`config.mk`:
```
export PLATFORM = sky130hd
export DESIGN_NAME = demux_ternario_doble
export DESIGN_NICKNAME = d
export VERILOG_FILES = /design/src/rtl/demux_ternario_doble_pkg.sv /design/src/rtl/demux_ternario_doble_contador_canal.sv /design/src/rtl/demux_ternario_doble.sv
export SDC_FILE = /design/constraint.sdc
export NUM_CORES = 1
export LEC_CHECK = 0
export BUFFER_PORTS_ARGS = -buffer_cell sky130_fd_sc_hd__buf_2
export CORE_MARGIN = 5
export CORE_UTILIZATION = 40
export DETAILED_ROUTE_END_ITERATION = 16
export PLACE_DENSITY_LB_ADDON = 0.25
export SLEW_MARGIN = 20
export SYNTH_ARGS = -nofsm -noshare
export SYNTH_HDL_FRONTEND = slang
export SYNTH_SLANG_ARGS = --single-unit
```
`constraint.sdc`:
```
create_clock -name clk -period 2.2 [get_ports clk]
set_clock_uncertainty 0.1 [all_clocks]
set_input_delay 0.55 -clock clk [delete_from_list [all_inputs] [get_ports clk]]
set_output_delay 0.55 -clock clk [all_outputs]
set_load 0.005 [all_outputs]
```
`src/rtl/demux_ternario_doble_pkg.sv`:
```
// Shared FSM state and destination codes for the three-way demultiplexer.
// Also holds the select decode so the core and anyone else share one rule.
package demux_ternario_doble_pkg;

    typedef enum logic {
        VACIO = 1'b0,
        LLENO = 1'b1
    } estado_t;

    typedef enum logic [1:0] {
        DEST_A = 2'd0,
        DEST_B = 2'd1,
        DEST_C = 2'd2
    } dest_t;

    localparam int NUM_CANALES = 3;

    // s2 has priority so that s1 is a don't-care whenever c is chosen
    function automatic dest_t decodificar_destino(input logic s1, input logic s2);
        return s2 ? DEST_C : (s1 ? DEST_B : DEST_A);
    endfunction

endpackage

```
`src/rtl/demux_ternario_doble_contador_canal.sv`:
```
// 8-bit wrapping delivered-word counter for one output channel.
module contador_canal (
    input  logic       clk,
    input  logic       reset_n,
    input  logic       en,
    output logic [7:0] cuenta
);

    logic [7:0] cuenta_reg;

    always_ff @(posedge clk or negedge reset_n) begin
        if (!reset_n) begin
            cuenta_reg <= 8'd0;
        end else if (en) begin
            cuenta_reg <= cuenta_reg + 8'd1;
        end
    end

    assign cuenta = cuenta_reg;

endmodule

```
`src/rtl/demux_ternario_doble.sv`:
```
// One-word buffered 1-to-3 demultiplexer with valid/ready on every port.
// Define DEMUX_CONTADORES_EN to add per-channel delivered-word counters.
module demux_ternario_doble
    import demux_ternario_doble_pkg::*;
#(
    parameter int ANCHO = 8
) (
    input  logic             clk,
    input  logic             reset_n,
    input  logic [ANCHO-1:0] d_in,
    input  logic             s1,
    input  logic             s2,
    input  logic             in_valid,
    output logic             in_ready,
    output logic [ANCHO-1:0] a_out,
    output logic [ANCHO-1:0] b_out,
    output logic [ANCHO-1:0] c_out,
    output logic             a_valid,
    output logic             b_valid,
    output logic             c_valid,
`ifdef DEMUX_CONTADORES_EN
    output logic [7:0]       cnt_a,
    output logic [7:0]       cnt_b,
    output logic [7:0]       cnt_c,
`endif
    input  logic             a_ready,
    input  logic             b_ready,
    input  logic             c_ready
);

    estado_t          state_reg, state_next;
    dest_t            dest_reg, dest_next;
    logic [ANCHO-1:0] data_reg, data_next;

    logic [NUM_CANALES-1:0] ready_vec;
    logic [NUM_CANALES-1:0] valid_vec;
    logic [ANCHO-1:0]       out_vec [NUM_CANALES];
    logic                   transfer_in;
    logic                   transfer_out;

    assign ready_vec = {c_ready, b_ready, a_ready};

    always_ff @(posedge clk or negedge reset_n) begin
        if (!reset_n) begin
            state_reg <= VACIO;
            dest_reg  <= DEST_A;
            data_reg  <= '0;
        end else begin
            state_reg <= state_next;
            dest_reg  <= dest_next;
            data_reg  <= data_next;
        end
    end

    always_comb begin
        state_next   = state_reg;
        dest_next    = dest_reg;
        data_next    = data_reg;
        transfer_out = (state_reg == LLENO) && ready_vec[dest_reg];
        // A full buffer can only take a new word in the cycle it drains
        in_ready     = (state_reg == VACIO) ? 1'b1 : ready_vec[dest_reg];
        transfer_in  = in_valid && in_ready;

        case (state_reg)
            VACIO: begin
                if (transfer_in) begin
                    state_next = LLENO;
                    dest_next  = decodificar_destino(s1, s2);
                    data_next  = d_in;
                end
            end
            LLENO: begin
                if (transfer_out) begin
                    if (transfer_in) begin
                        dest_next = decodificar_destino(s1, s2);
                        data_next = d_in;
                    end else begin
                        state_next = VACIO;
                    end
                end
            end
            default: state_next = VACIO;
        endcase
    end

    genvar gi;
    generate
        for (gi = 0; gi < NUM_CANALES; gi++) begin : g_canal
            assign valid_vec[gi] = (state_reg == LLENO) && (dest_reg == dest_t'(gi));
            assign out_vec[gi]   = valid_vec[gi] ? data_reg : '0;
        end
    endgenerate

    assign a_valid = valid_vec[0];
    assign b_valid = valid_vec[1];
    assign c_valid = valid_vec[2];
    assign a_out   = out_vec[0];
    assign b_out   = out_vec[1];
    assign c_out   = out_vec[2];

`ifdef DEMUX_CONTADORES_EN
    logic [7:0] cnt_vec [NUM_CANALES];

    generate
        for (gi = 0; gi < NUM_CANALES; gi++) begin : g_contador
            contador_canal u_contador (
                .clk     (clk),
                .reset_n (reset_n),
                .en      (valid_vec[gi] && ready_vec[gi]),
                .cuenta  (cnt_vec[gi])
            );
        end
    endgenerate

    assign cnt_a = cnt_vec[0];
    assign cnt_b = cnt_vec[1];
    assign cnt_c = cnt_vec[2];
`endif

endmodule

```
==> flow_metrics.tcl, run 1 <==
set metrics [dict create \
    status "completed" \
    ios 44 \
    antenna_found_initial 0 \
    final.setup.tns_ns 0 \
    rsz0062_at_grt "false" \
    first_pass_iters 4 \
    wl_per_cell_um 13.4 \
    cts_root_buf "clkbuf_4" \
    power_mw 1.21 \
    grt_pass1_vias 582 \
    num_rows 14 \
    largest_register_ffs 8 \
    max_freq_mhz 462 \
    initial_core_util 0.431 \
    syn_area_sq_um 657 \
    crit_required_ns 1.55 \
    max-cap-violations 0 \
    irDropWorstVdd_mv 0.893 \
    slew_violations 0 \
    worst_ep_arrival_time_ns 1.51 \
    period_needed_ns 2.16 \
    gp_congestion 0.698 \
    whs_ns 0.0338 \
    fillCellCount 146 \
    die_y_um 50.5 \
    clkLatencyLatePin_ns 0.26 \
    vias_per_cell 4.71 \
    setup_viol 0 \
    cp_cell_sequence "mux2_4 -> a211o_2 -> buf_2" \
    clkTransAtPathRegs_ns 0.07 \
    nets 127 \
    synth_seq_cells 11 \
    hold_violations 0 \
    syn_nets 76 \
    final_common_cell "buf_2" \
    cp-end-kind "output pin" \
    htree_levels 1 \
    synthCells 60 \
    cts_buffers 3 \
    core_sq_um 1520 \
    critPathMaxStageDelay_ns 0.44 \
    slowest_stage "dfrtp_2" \
    grt_pass1_wl_mm 2.64 \
    dp_hpwl_mm 1.36 \
    r2r_setup_slack_ns 0.47 \
    fin_ws_ns 0.0365 \
    synth_area_per_cell_sq_um 10.9 \
    criticalPathCategory "register to output pin" \
    r2r-end "data_reg[4]$_DFFE_PN0P_" \
    ant_nets 0 \
    start_kind "register" \
    drive_gt1_frac 0.618 \
    drc_errors 0 \
    grtUsageTotal 0.136 \
    tightest_slew_ns 0.403 \
    dp.cells 120 \
    regToRegStartpoint "dest_reg[0]$_DFFE_PN0P_" \
    hold_path.class "primary input to async pin" \
    drt-initial-drc-count 3 \
    overflow 0 \
    yosys_warnings 0 \
    fp.dieArea_sq_um 2550 \
    power_density_nw_per_um2 1270 \
    grt_start_max_net_pins 12 \
    clock-sinks 11 \
    die_x_um 50.5 \
    final_cell_mix "buf_2, and2_1, mux2_2, dfrtp_1, buf_4" \
    regArea_sq_um 277 \
    leakagePower_nw 0.537 \
    crit_fanout 5 \
    seq_area_frac_synth 0.419 \
    antenna_cells 0 \
    cts_tree "done" \
    finalCritPeriodShare 0.983 \
    portBuffers 43 \
    syn_to_final_growth_pct 45.1 \
    post_synth_num_cell_types 15 \
    cts_buffer_depth 2 \
    maxSlewHeadroom 0.731 \
    pre_cts_ws_ns 0.144 \
    multi_input_area_sq_um 378 \
    vias 593 \
    drt-total-wl_mm 1.69 \
    stdcell_count 126 \
    r2r_cells 3 \
]
-- per-stage QoR --
step / utilization / cell area, sq um
floorplan: - / 657
global placement: 0.593 / 903
detailed placement: 0.593 / 903
CTS: 0.612 / 933
global route: 0.626 / 953
finish: 0.626 / 953
-- worst max-delay path, delay by kind of cell (launching register included) --
family,cells,cell delay [ns]
buffers and inverters,1,0.13
AOI/OAI and AO/OA,1,0.35
DFF,1,0.44
muxes,1,0.33
-- final cells by class --
type                    count  share of cell area
well taps                  16              0.0210
clock buffers               4              0.0276
inverters                   2             0.00787
repair buffers             47               0.257
flip-flops and latches     11               0.290
multi-input cells          46               0.396
-- per-layer routing --
metal	share of wire	vias up	global-route usage
met2	0.54	25	0.246
met1	0.34	267	0.137
met5	0	-	0
li1	-	299	-
met4	0.014	0	0.0766
met3	0.10	2	0.0355
-- synth_stat cells, drive strengths merged --
library cell	number	area [sq um]
a211o	1	10.0
dfrtp	11	275
nand2	1	3.75
mux2	11	128
and2	24	150
and2b	1	8.76
inv	2	7.51
clkbuf	1	3.75
nand2b	2	12.5
o221ai	1	26.3
nor2	2	7.51
and3b	1	10.0
nor2b	1	6.26
and3	1	7.51
-- worst max path at each step --
stage	start	end	slack (ns)	cells after the start
2_1_floorplan	a_ready	in_ready	0.38	2
3_3_place_gp	a_ready	in_ready	0.16	4
3_5_place_dp	a_ready	in_ready	0.14	4
4_1_cts	dest_reg[0]$_DFFE_PN0P_	in_ready	0.004	3
5_1_grt	dest_reg[0]$_DFFE_PN0P_	in_ready	0.002	3
6_report	dest_reg[0]$_DFFE_PN0P_	in_ready	0.04	3
-- repair_timing --
action                                  CTS  global route
pin swaps                                 0             0
resized for setup                         2             1
setup buffers                             0             2
hold buffers                              0             0
endpoints found under the setup margin    5             5
-- power by group --
group / total [mW] / internal [mW] / switching [mW]
combinational: 0.685 / 0.393 / 0.291
clock: 0.140 / 0.0701 / 0.0694
sequential: 0.384 / 0.303 / 0.0809
-- cell families (layout without fill, tap and decap cells) --
kind of cell           after synthesis  count (layout)  share of synthesized area
buffers and inverters                3              53                     0.0171
AND/OR/NAND/NOR                     33              33                      0.314
flip-flops                          11              11                      0.419
multiplexers                        11              11                      0.194
AO/OA/AOI/OAI                        2               2                     0.0552
(Power assumes the default switching activity.)
==> run 2: changes to the inputs <==
==> constraint.sdc (replaced) <==
create_clock -name clk -period 2.3 [get_ports clk]
set_clock_uncertainty 0.1 [all_clocks]
set_input_delay 0.575 -clock clk [delete_from_list [all_inputs] [get_ports clk]]
set_output_delay 0.575 -clock clk [all_outputs]
set_load 0.005 [all_outputs]
==> flow_metrics.tcl, run 2 (synthesis results as in run 1) <==
set metrics [dict create \
    overflow 0 \
    clock-sinks 11 \
    p_sw_uw 398 \
    period_needed_ns 2.21 \
    start_kind "register" \
    wl_met3_um 201 \
    max_freq_mhz 452 \
    nets 125 \
    initial_core_util 0.431 \
    irDropWorstVdd_mv 0.650 \
    grt_start_max_net_pins 12 \
    drc_errors 0 \
    cp_top_family "flip-flops" \
    pre_cts_ws_ns 0.200 \
    criticalPathCategory "register to output pin" \
    top_layer "met4" \
    power_mw 1.11 \
    portBuffers 43 \
    cp_cell_sequence "mux2_4 -> a211o_2 -> buf_2" \
    drt-initial-drc-count 0 \
    cp-end-kind "output pin" \
    internal_power_uw 709 \
    leakagePower_nw 0.527 \
    cts_buffers 3 \
    cts_buffer_depth 2 \
    slowest_stage "dfrtp_1" \
    crit_fanout 7 \
    syn_to_final_growth_pct 41.9 \
    grtUsageTotal 0.133 \
    power_density_nw_per_um2 1190 \
    vias_per_cell 4.69 \
    cp.buffers_inverters 1 \
    dp_hpwl_mm 1.29 \
    antenna_cells 0 \
    final_cell_mix "buf_2, and2_1, dfrtp_1" \
    final.setup.tns_ns 0 \
    die_y_um 50.5 \
    hold_path.class "primary input to async pin" \
    first_pass_iters 1 \
    vias 582 \
    setup_viol 0 \
    die_x_um 50.5 \
    wl_per_cell_um 12.3 \
    critPathMaxStageDelay_ns 0.46 \
    ios 44 \
    cts_tree "done" \
    core_sq_um 1520 \
    seqPwrFrac 0.333 \
    max-cap-violations 0 \
    wl_met1_um 517 \
    post_cts_buffers 0 \
    antenna_found_initial 0 \
    num_rows 14 \
    maxSlewHeadroom 0.728 \
    final_common_cell "buf_2" \
    crit_required_ns 1.62 \
    drt-total-wl_mm 1.53 \
    htree_levels 1 \
    route.met2.wl_um 797 \
    pwr-share-clk 0.114 \
    finalCritPeriodShare 0.963 \
    clkTransAtPathRegs_ns 0.07 \
    worst_ep_arrival_time_ns 1.54 \
    rsz0062_at_grt "false" \
    clkLatencyLatePin_ns 0.26 \
    status "completed" \
    fp.dieArea_sq_um 2550 \
    post-route-util 0.612 \
    grt_pass1_vias 611 \
    slew_violations 0 \
    grt_pass1_wl_mm 2.60 \
    hold_violations 0 \
    tightest_slew_ns 0.407 \
    largest_register_ffs 8 \
    gp_congestion 0.702 \
    ant_nets 0 \
    combPwrFrac 0.553 \
    drive_gt1_frac 0.602 \
    fin_ws_ns 0.0855 \
    cts_root_buf "clkbuf_4" \
    sw_frac_of_total 0.360 \
]
-- run 2: cell type report --
class | instances | area [sq um]
Sequential cell | 11 | 275
Multi-Input combinational cell | 46 | 373
Clock buffer | 4 | 26.3
Timing Repair Buffer | 45 | 230
Tap cell | 16 | 20.0
Fill cell | 152 | 592
Inverter | 2 | 7.51
-- run 2: routing by layer --
metal  vias to the layer above  global-route usage
li1                        294                   -
met2                        28               0.250
met3                         2              0.0680
met1                       258               0.121
met5                         -                   0
met4                         0              0.0383
-- run 2: stage by stage --
stage                     hold slack (ns)  std cells  area [sq um]
after floorplan                     0.179         60           657
after global placement              0.353        120           903
after detailed placement            0.357        120           903
after CTS                          0.0690        124           930
after global routing               0.0675        124           932
final                              0.0625        124           932
-- run 2: repair_timing --
action | 4_1_cts | 5_1_grt
endpoints found under the setup margin | 0 | 8
hold buffers | 0 | 0
resized for setup | 0 | 1
-- run 2: worst reg2reg max path, cell delays in order (launching register included) --
cell      delay (ns)
dfrtp_1         0.46
mux2_4          0.35
o221ai_4        0.36
mux2_2          0.38
-- run 2: power by group through the flow --
stage	Combinational (mW)	Clock [mW]	Sequential (mW)
3_3_place_gp	0.610	0	0.363
3_5_place_dp	0.625	0	0.375
6_report	0.612	0.127	0.369
2_1_floorplan	0.366	0	0.348
5_1_grt	0.689	0.148	0.389
4_1_cts	0.627	0.131	0.371
-- run 2: final timing paths --
check	from	slack, ns	to	cells after the start
worst max-delay path	dest_reg[0]$_DFFE_PN0P_	0.09	in_ready	3
worst min-delay path	reset_n	0.06	data_reg[1]$_DFFE_PN0P_	1
worst max register to register	dest_reg[0]$_DFFE_PN0P_	0.54	data_reg[2]$_DFFE_PN0P_	3
worst min register to register	data_reg[2]$_DFFE_PN0P_	0.43	data_reg[2]$_DFFE_PN0P_	1
max in group asynchronous	reset_n	1.83	data_reg[3]$_DFFE_PN0P_	1
min in group clk	data_reg[2]$_DFFE_PN0P_	0.43	data_reg[2]$_DFFE_PN0P_	1
